==> config.mk <==
export PLATFORM = sky130hd
export DESIGN_NAME = neuron_sched
export DESIGN_NICKNAME = d
export VERILOG_FILES = /design/src/rtl/neuron_sched_pkg.sv /design/src/rtl/spk_fifo.sv /design/src/rtl/neuron_sched.sv
export SDC_FILE = /design/constraint.sdc
export NUM_CORES = 1
export LEC_CHECK = 0
export ABC_CLOCK_PERIOD_IN_PS = 2500
export CAP_MARGIN = 20
export CORE_MARGIN = 2
export CORE_UTILIZATION = 46
export CTS_BUF_LIST = sky130_fd_sc_hd__clkbuf_8
export CTS_CLUSTER_DIAMETER = 200
export DETAILED_ROUTE_END_ITERATION = 16
export GPL_TIMING_DRIVEN = 0
export PLACE_DENSITY = 0.79
export SLEW_MARGIN = 10
export SYNTH_ARGS = -nofsm -noshare
export SYNTH_HDL_FRONTEND = slang
export SYNTH_SLANG_ARGS = --single-unit
==> constraint.sdc <==
create_clock -name rawclk -period 2.5 [get_ports rawclk]
set_input_delay 0.375 -clock rawclk [delete_from_list [all_inputs] [get_ports rawclk]]
set_output_delay 0.375 -clock rawclk [all_outputs]
set_load 0.02 [all_outputs]
==> src/rtl/neuron_sched_pkg.sv <==
// Shared types and constants for the neuron pool update scheduler.
package neuron_sched_pkg;

  localparam int unsigned NN_DEF         = 8;
  localparam int unsigned FIFO_DEPTH_DEF = 16;

  // Phase field of neuronCounter
  localparam logic [1:0] PH_READ    = 2'd0;
  localparam logic [1:0] PH_COMPUTE = 2'd1;
  localparam logic [1:0] PH_WRITE   = 2'd2;
  localparam logic [1:0] PH_SPIKE   = 2'd3;

  // Low two bits of each active state double as the phase field driven to the pool
  typedef enum logic [2:0] {
    ST_PH0  = {1'b0, PH_READ},
    ST_PH1  = {1'b0, PH_COMPUTE},
    ST_PH2  = {1'b0, PH_WRITE},
    ST_PH3  = {1'b0, PH_SPIKE},
    ST_IDLE = 3'b100
  } sched_state_e;

endpackage

==> src/rtl/spk_fifo.sv <==
// Spike-ID FIFO: show-ahead head, push accepted when full if a pop happens in the same cycle.
module spk_fifo #(
  parameter int unsigned W     = 9,
  parameter int unsigned DEPTH = 16
) (
  input  logic         rawclk,
  input  logic         reset_sim_n,
  input  logic         push,
  input  logic [W-1:0] push_data,
  input  logic         pop,
  output logic         full,
  output logic         empty,
  output logic [W-1:0] head
);

  localparam int unsigned AW = $clog2(DEPTH);

  logic [W-1:0] mem_q [DEPTH];
  logic [AW:0]  wr_q;
  logic [AW:0]  rd_q;
  logic         wr_en_c;
  logic         rd_en_c;

  // Status flags from the extra pointer wrap bit, plus head read-out
  always_comb begin
    empty   = (wr_q == rd_q);
    full    = (wr_q[AW] != rd_q[AW]) && (wr_q[AW-1:0] == rd_q[AW-1:0]);
    rd_en_c = pop && !empty;
    wr_en_c = push && (!full || rd_en_c);
    head    = mem_q[rd_q[AW-1:0]];
  end

  // Pointer registers
  always_ff @(posedge rawclk or negedge reset_sim_n) begin
    if (!reset_sim_n) begin
      wr_q <= '0;
      rd_q <= '0;
    end else begin
      if (wr_en_c) wr_q <= wr_q + (AW+1)'(1);
      if (rd_en_c) rd_q <= rd_q + (AW+1)'(1);
    end
  end

  // Storage array; contents are only observed while non-empty, so no reset
  always_ff @(posedge rawclk) begin
    if (wr_en_c) mem_q[wr_q[AW-1:0]] <= push_data;
  end

endmodule

==> src/rtl/neuron_sched.sv <==
// Neuron pool update scheduler: step-timer divider, 4-phase sweep FSM, spike-ID output.
// Optional spike buffering is enabled by defining NEURON_SCHED_SPKFIFO_EN.
module neuron_sched
  import neuron_sched_pkg::*;
#(
  parameter int unsigned NN         = NN_DEF,
  parameter int unsigned FIFO_DEPTH = FIFO_DEPTH_DEF
) (
  input  logic          rawclk,
  input  logic          reset_sim_n,
  input  logic          en,
  input  logic [31:0]   half_cnt,
  input  logic          upd_ack,
  input  logic          spike_in,
  input  logic          spk_ready,
  output logic [NN+2:0] neuronCounter,
  output logic          upd_req,
  output logic          busy,
  output logic          step_done,
  output logic          spk_valid,
  output logic          overrun,
  output logic [15:0]   spkid,
  output logic [15:0]   drop_cnt
);

  localparam int unsigned IW = NN + 1;
  localparam logic [IW-1:0] IDX_MAX = '1;

  logic [31:0]   div_q;
  logic          tick_c;
  sched_state_e  state_q, state_d;
  logic [IW-1:0] idx_q, idx_d;
  logic          push_c;

  // >= rather than == so a lowered half_cnt cannot strand the counter above it
  assign tick_c = en && (div_q >= half_cnt);

  // Step-timer divider: holds at 0 while disabled
  always_ff @(posedge rawclk or negedge reset_sim_n) begin
    if (!reset_sim_n)         div_q <= '0;
    else if (!en || tick_c)   div_q <= '0;
    else                      div_q <= div_q + 32'd1;
  end

  // FSM state and neuron index registers
  always_ff @(posedge rawclk or negedge reset_sim_n) begin
    if (!reset_sim_n) begin
      state_q <= ST_IDLE;
      idx_q   <= '0;
    end else begin
      state_q <= state_d;
      idx_q   <= idx_d;
    end
  end

  // Next-state and decoded outputs
  always_comb begin
    state_d       = state_q;
    idx_d         = idx_q;
    upd_req       = 1'b0;
    busy          = 1'b1;
    step_done     = 1'b0;
    push_c        = 1'b0;
    neuronCounter = {idx_q, state_q[1:0]};
    unique case (state_q)
      ST_IDLE: begin
        busy          = 1'b0;
        neuronCounter = '0;
        idx_d         = '0;
        if (tick_c) state_d = ST_PH0;
      end
      ST_PH0: state_d = ST_PH1;
      ST_PH1: begin
        upd_req = 1'b1;
        if (upd_ack) state_d = ST_PH2;
      end
      ST_PH2: state_d = ST_PH3;
      ST_PH3: begin
        push_c = spike_in;
        if (idx_q == IDX_MAX) begin
          step_done = 1'b1;
          idx_d     = '0;
          state_d   = ST_IDLE;
        end else begin
          idx_d   = idx_q + IW'(1);
          state_d = ST_PH0;
        end
      end
      default: begin
        busy          = 1'b0;
        neuronCounter = '0;
        idx_d         = '0;
        state_d       = ST_IDLE;
      end
    endcase
  end

  // Sticky flag: a tick arrived while a sweep was still running
  always_ff @(posedge rawclk or negedge reset_sim_n) begin
    if (!reset_sim_n)                      overrun <= 1'b0;
    else if (tick_c && state_q != ST_IDLE) overrun <= 1'b1;
  end

`ifdef NEURON_SCHED_SPKFIFO_EN
  logic          fifo_full;
  logic          fifo_empty;
  logic          pop_c;
  logic [IW-1:0] fifo_head;
  logic [15:0]   drop_q;

  assign pop_c = !fifo_empty && spk_ready;

  spk_fifo #(
    .W     (IW),
    .DEPTH (FIFO_DEPTH)
  ) u_spk_fifo (
    .rawclk      (rawclk),
    .reset_sim_n (reset_sim_n),
    .push        (push_c),
    .push_data   (idx_q),
    .pop         (pop_c),
    .full        (fifo_full),
    .empty       (fifo_empty),
    .head        (fifo_head)
  );

  // Saturating count of spikes lost to a full FIFO
  always_ff @(posedge rawclk or negedge reset_sim_n) begin
    if (!reset_sim_n)
      drop_q <= '0;
    else if (push_c && fifo_full && !pop_c && drop_q != 16'hFFFF)
      drop_q <= drop_q + 16'd1;
  end

  assign spk_valid = !fifo_empty;
  assign spkid     = 16'(fifo_head);
  assign drop_cnt  = drop_q;
`else
  logic unused_ok;

  // Unbuffered: spike is visible only during its PH3 cycle, no backpressure
  assign spk_valid = push_c;
  assign spkid     = 16'(idx_q);
  assign drop_cnt  = '0;
  assign unused_ok = spk_ready ^ (FIFO_DEPTH == 0);
`endif

endmodule

==> run metrics, run 1 <==
status completed; Die W 88.85 um; CTS buffer count 5; layout cell share with drive strength beyond 1 17.18%; Synth Area in Simple Gates 25.05%; number of core rows 30; Synth top area share 33.25%; Hold Fails Final Rpt 0; vias in the first global route 2844; Synth Area in Compound Gates 8.122%; IR drop worst, VDD 0.1977 mV; Final setup viols 0; setup_tns 0 ps; Hold Path Class in2async; root buf cell clkbuf_8; crit-path leading delay family simple AND/OR/NAND/NOR gates; sequential element share of the synthesized area 34.04%; ys flop type dfrtp_1; # IOs 86; post-synthesis mux area share 0%; GRT Total Usage 20.41%; Longest Clk Path Bufs 2; Cell variety after synth 41; crit path DAT 2680 ps; largest net degree at the start of global routing 36; Fill cells 567; Critical Path Start Type register; ant diodes 0; critical path's largest stage delay 510 ps; Starting Density 48.21%; main combinational cell family by area after synthesis simple AND/OR/NAND/NOR gates; Synth area leaders dfrtp_1 (33%), ha_1 (13%), buf_4 (5.2%), nor3_1 (5.1%), xor2_1 (4.5%); Final nets 561; final wirelength 8419 um; critical path peak fanout 8; die area 7894 um2; core area 6869 um2; Post-DRT Antenna Nets 0; crit path capture type register; synth warn 0; DP Wirelength 5854 um; CTS sink cnt 45; Max-Cap Viols 0; worst setup path class reg2reg; Initial DRC Count 225; clk_lat worst skew 310 ps; f_max 401.5 MHz; Avg WL per Cell 14.39 um; post-synthesis xor/xnor area fraction 8.198%; non-filler cells, final 585; Placed Cells incl. Taps 563; Yosys reg bits 45; relative slew slack 50.94%; fraction of synthesis flops using an asynchronous set or reset pin 100.0%; DRC 0; Worst R2R Path Depth 8; Post-Route Skew 8.679 ps; TritonRoute pass-1 iters 5; die height 88.85 um; mapped cell area 3312 um2; Syn Area/Cell 8.647 um2; Routability Congestion 0.8339; post-synthesis adder-cell area fraction 13.22%; Reg clk slew, reported paths 90 ps; first-pass GRT wire length 12750 um; worst path buffer plus inverter count 2; number of synthesized flops with an enable pin 0; Via density 5.212; vias 3049; min Tclk post-route 2491 ps; power per cell area 355.4 nW/um2; Tcrit/Tclk final 99.63%; Post-Synthesis Cells 383; Worst-Margin Slew 733.3 ps; port buffer count 61; Overflow after GRT 0; H-tree level count 2; CP max-delay cell or4b_4; initial antenna violation count 0; Yosys top cell by area dfrtp_1; P_leak 2.169 nW; Crit path depth 8; critical-path cell list ha_4 -> nand2_2 -> nor4_4 -> or4b_4 -> a311oi_4 -> buf_6 -> clkbuf_16 -> nor3_1; CTS tree yes; Crit path required time 2690 ps; fin. max-slew vios 0; Synth-to-Final Area Change 37.55%
[registers in the layout, summed over array words and instances, names as in the netlist]
name and cells:
overrun 1, idx_q 9, state_q 3, div_q 32
[what timing repair did]
item / 4_1_cts / 5_1_grt
endpoints found under the hold margin: 10 / 0
setup buffers: 9 / 2
endpoints found under the setup margin: 35 / 35
resized for setup: 13 / 40
hold buffers: 1 / 0
pin swaps: 3 / 10
gates cloned: 0 / 2
[placed cells by master, fill, tap and decap left out, drive strengths merged, types with 2 or more instances in the layout]
cell type and count:
a21oi 19, and3 9, buf 44, clkbuf 10, clkdlybuf4s50 53, clkinv 2, conb 23, dfrtp 44
dlymetal6s2s 6, ha 35, inv 38, nand2 30, nand2b 3, nand3 15, nand4 17, nor2 18
nor2b 12, nor3 34, nor4 6, nor4b 2, o21ai 18, or4 2, or4b 2, xnor2 14
xor2 17
[synthesized netlist by cell type, drive strengths merged, types with 2 or more instances]
| master | instances |
|---|---|
| and3 | 9 |
| nor2b | 12 |
| dfrtp | 44 |
| xor2 | 17 |
| nor4b | 2 |
| nand3 | 15 |
| ha | 35 |
| a21oi | 19 |
| o21ai | 18 |
| clkbuf | 5 |
| nand2b | 3 |
| or4b | 2 |
| nor3 | 34 |
| nor2 | 18 |
| nand2 | 30 |
| inv | 38 |
| nand4 | 17 |
| buf | 27 |
| xnor2 | 14 |
| nor4 | 6 |
| or4 | 2 |
[cell type report]
cell class | instances | area (um2) | share of cell area, %
clock buffer | 6 | 82.58 | 1.813
tap | 96 | 120.1 | 2.637
clock inverter | 2 | 13.76 | 0.3021
multi-input combinational | 290 | 2023 | 44.41
inverter | 38 | 142.6 | 3.131
timing repair buffer | 76 | 782.0 | 17.17
buffer | 32 | 260.3 | 5.713
sequential | 45 | 1131 | 24.83
[final timing paths]
kind | from | end | slack [ps]
setup / recovery | div_q[9]$_DFF_PN0_ | div_q[25]$_DFF_PN0_ | 9
hold / removal | reset_sim_n | div_q[6]$_DFF_PN0_ | 470
max in group asynchronous | reset_sim_n | state_q[2]$_DFFE_PN1P_ | 1480
hold reg to reg | overrun$_DFFE_PN0P_ | overrun$_DFFE_PN0P_ | 550
min in group rawclk | overrun$_DFFE_PN0P_ | overrun$_DFFE_PN0P_ | 550
setup reg to reg | div_q[9]$_DFF_PN0_ | div_q[25]$_DFF_PN0_ | 9
[power by group]
group          switching [mW]  internal [mW]
registers              0.0373          0.749
logic                   0.188          0.160
clock network           0.261          0.224
[kinds of logic (layout without fill, tap and decap cells)]
group / count (synthesis) / count (layout)
flops: 45 / 45
compound gates: 45 / 45
buf+inv: 70 / 154
other cells: 1 / 23
fa+ha+maj: 35 / 35
xor+xnor: 31 / 31
simple gates: 156 / 156
[routing by layer]
| layer | wire, um | up-vias | track usage [%] |
|---|---|---|---|
| met4 | 135 | 0 | 6.612 |
| met1 | 3561 | 1448 | 26.43 |
| li1 | - | 1489 | - |
| met5 | 0 | - | 0 |
| met3 | 400 | 13 | 3.918 |
| met2 | 4321 | 99 | 34.40 |
[per-stage QoR]
step,hold slack (ps),utilization [%],worst slack (ps),total power [mW],instance area (um2)
floorplan,79.41,-,130.8,0.9783,3395
finish,471.5,66.32,9.372,1.619,4556
global route,485.3,66.32,-57.28,1.707,4556
CTS,474.4,63.02,21.76,1.603,4329
detailed placement,274.6,60.27,-647.5,1.114,4140
global placement,523.7,60.05,-575.2,1.100,4125
Power figures use the tool's default switching activity.
==> run 2, diff against run 1 <==
ABC_CLOCK_PERIOD_IN_PS = 3100   (was 2500)
CORE_UTILIZATION = 55   (was 46)
PLACE_DENSITY = 0.89   (was 0.79)
clock period = 3.1 ns   (was 2.5 ns; I/O delays follow)
==> run metrics, run 2 (synthesized netlist as in run 1, its figures left out) <==
P_leak 2.025 nW; die area 6659 um2; Hold Fails Final Rpt 0; Initial DRC Count 187; TritonRoute pass-1 iters 6; DP Wirelength 5971 um; Overflow after GRT 0; GRT Total Usage 23.09%; final wirelength 7640 um; vias in the first global route 2679; min Tclk post-route 2916 ps; Crit path required time 3260 ps; Starting Density 56.27%; biggest regs div_q: 32 flops, idx_q: 9 flops, state_q: 3 flops; port buffer count 61; Hold Path Class in2async; Max-Cap Viols 0; fin. max-slew vios 0; clk_lat worst skew 290 ps; IR drop worst, VDD 0.2842 mV; worst setup path class in2reg; Longest Clk Path Bufs 2; vias 2965; first-pass GRT wire length 12010 um; Reg with most FFs div_q; # IOs 86; Avg WL per Cell 13.92 um; most frequent cells in the layout clkdlybuf4s50_1 (59), dfrtp_1 (44), inv_1 (38); Fill cells 460; CTS buffer count 5; critical path peak fanout 10; Worst R2R Path Depth 7; f_max 343.0 MHz; ant diodes 0; Reg clk slew, reported paths 80 ps; Placed Cells incl. Taps 542; non-filler cells, final 549; Worst-Margin Slew 994.8 ps; Tcrit/Tclk final 94.06%; CTS sink cnt 45; Synth-to-Final Area Change 27.01%; CTS tree yes; layout cell share with drive strength beyond 1 8.861%; RSZ-0062 raised after global routing no; max reg flops 32; Post-DRT Antenna Nets 0; initial antenna violation count 0; Final nets 547; crit path DAT 3080 ps; status completed; largest net degree at the start of global routing 32; core area 5886 um2; commonest non-fill, non-tap cell in the layout clkdlybuf4s50_1; DRC 0; Via density 5.401; H-tree level count 2; crit path capture type register; final worst setup slack 184.3 ps; Routability Congestion 0.8484; root buf cell clkbuf_8; number of core rows 28; Post-Route Skew 10.98 ps; total power 1.260 mW; Final setup viols 0; Critical Path Start Type input pin; power per cell area 299.6 nW/um2; DP Worst Slack -87.26 ps; relative slew slack 33.07%; die height 81.60 um; Die W 81.60 um
-- run 2: through the flow --
step | TNS [ps] | area, um2 | utilization, % | hold WS (ps)
after floorplan | 0 | 3395 | - | 169.4
after global placement | -2029 | 4099 | 69.64 | 516.5
after detailed placement | -2194 | 4114 | 69.90 | 396.7
after CTS | 0 | 4204 | 71.43 | 71.80
after global routing | 0 | 4207 | 71.47 | 82.40
final | 0 | 4207 | 71.47 | 73.01
-- run 2: layout make-up --
class | count | area, um2 | share of cell area (%)
multi-input cells | 290 | 1894 | 45.03
flip-flops and latches | 45 | 1127 | 26.80
repair buffers | 62 | 628.1 | 14.93
plain buffers | 32 | 230.2 | 5.473
inverters | 38 | 142.6 | 3.391
well taps | 75 | 93.84 | 2.231
clock buffers | 6 | 82.58 | 1.963
clock inverters | 1 | 7.507 | 0.1785
-- run 2: layer usage --
layer	vias up	GRT usage, %	share of wire [%]	routed length [um]
li1	1459	-	-	-
met1	1394	30.42	42	3245
met2	100	40.33	51	3872
met3	12	3.077	5.7	438
met4	0	5.667	1.1	85
met5	-	0	0	0
-- run 2: worst paths after layout --
check                                       end                start  slack (ps)
max reg2reg                 div_q[18]$_DFF_PN0_  div_q[14]$_DFF_PN0_         400
min reg2reg                  div_q[0]$_DFF_PN0_   div_q[0]$_DFF_PN0_         550
max                         div_q[18]$_DFF_PN0_         half_cnt[15]         180
min in group rawclk          div_q[0]$_DFF_PN0_   div_q[0]$_DFF_PN0_         550
max in group asynchronous  idx_q[2]$_DFFE_PN0N_          reset_sim_n        2530
min                        idx_q[8]$_DFFE_PN0N_          reset_sim_n          70
-- run 2: worst max-delay path, stage by stage --
cell and delay (ps):
clkdlybuf4s50_1 460, inv_1 40, ha_1 280, nand2_1 90
nor4_2 350, or4b_1 550, a311oi_4 550, buf_6 210
nor3_1 70
-- run 2: timing repair --
action | in CTS | in global routing
buffers inserted | 0 | 0
endpoints found under the setup margin | 0 | 1
gates resized for setup | 0 | 1
hold buffers | 0 | 0
-- run 2: power by group --
part           total (mW)  switching [mW]  internal (mW)  leakage, nW
Combinational       0.261           0.146          0.115         1.36
Clock               0.369           0.193          0.176       0.0433
Sequential          0.630          0.0263          0.604        0.623
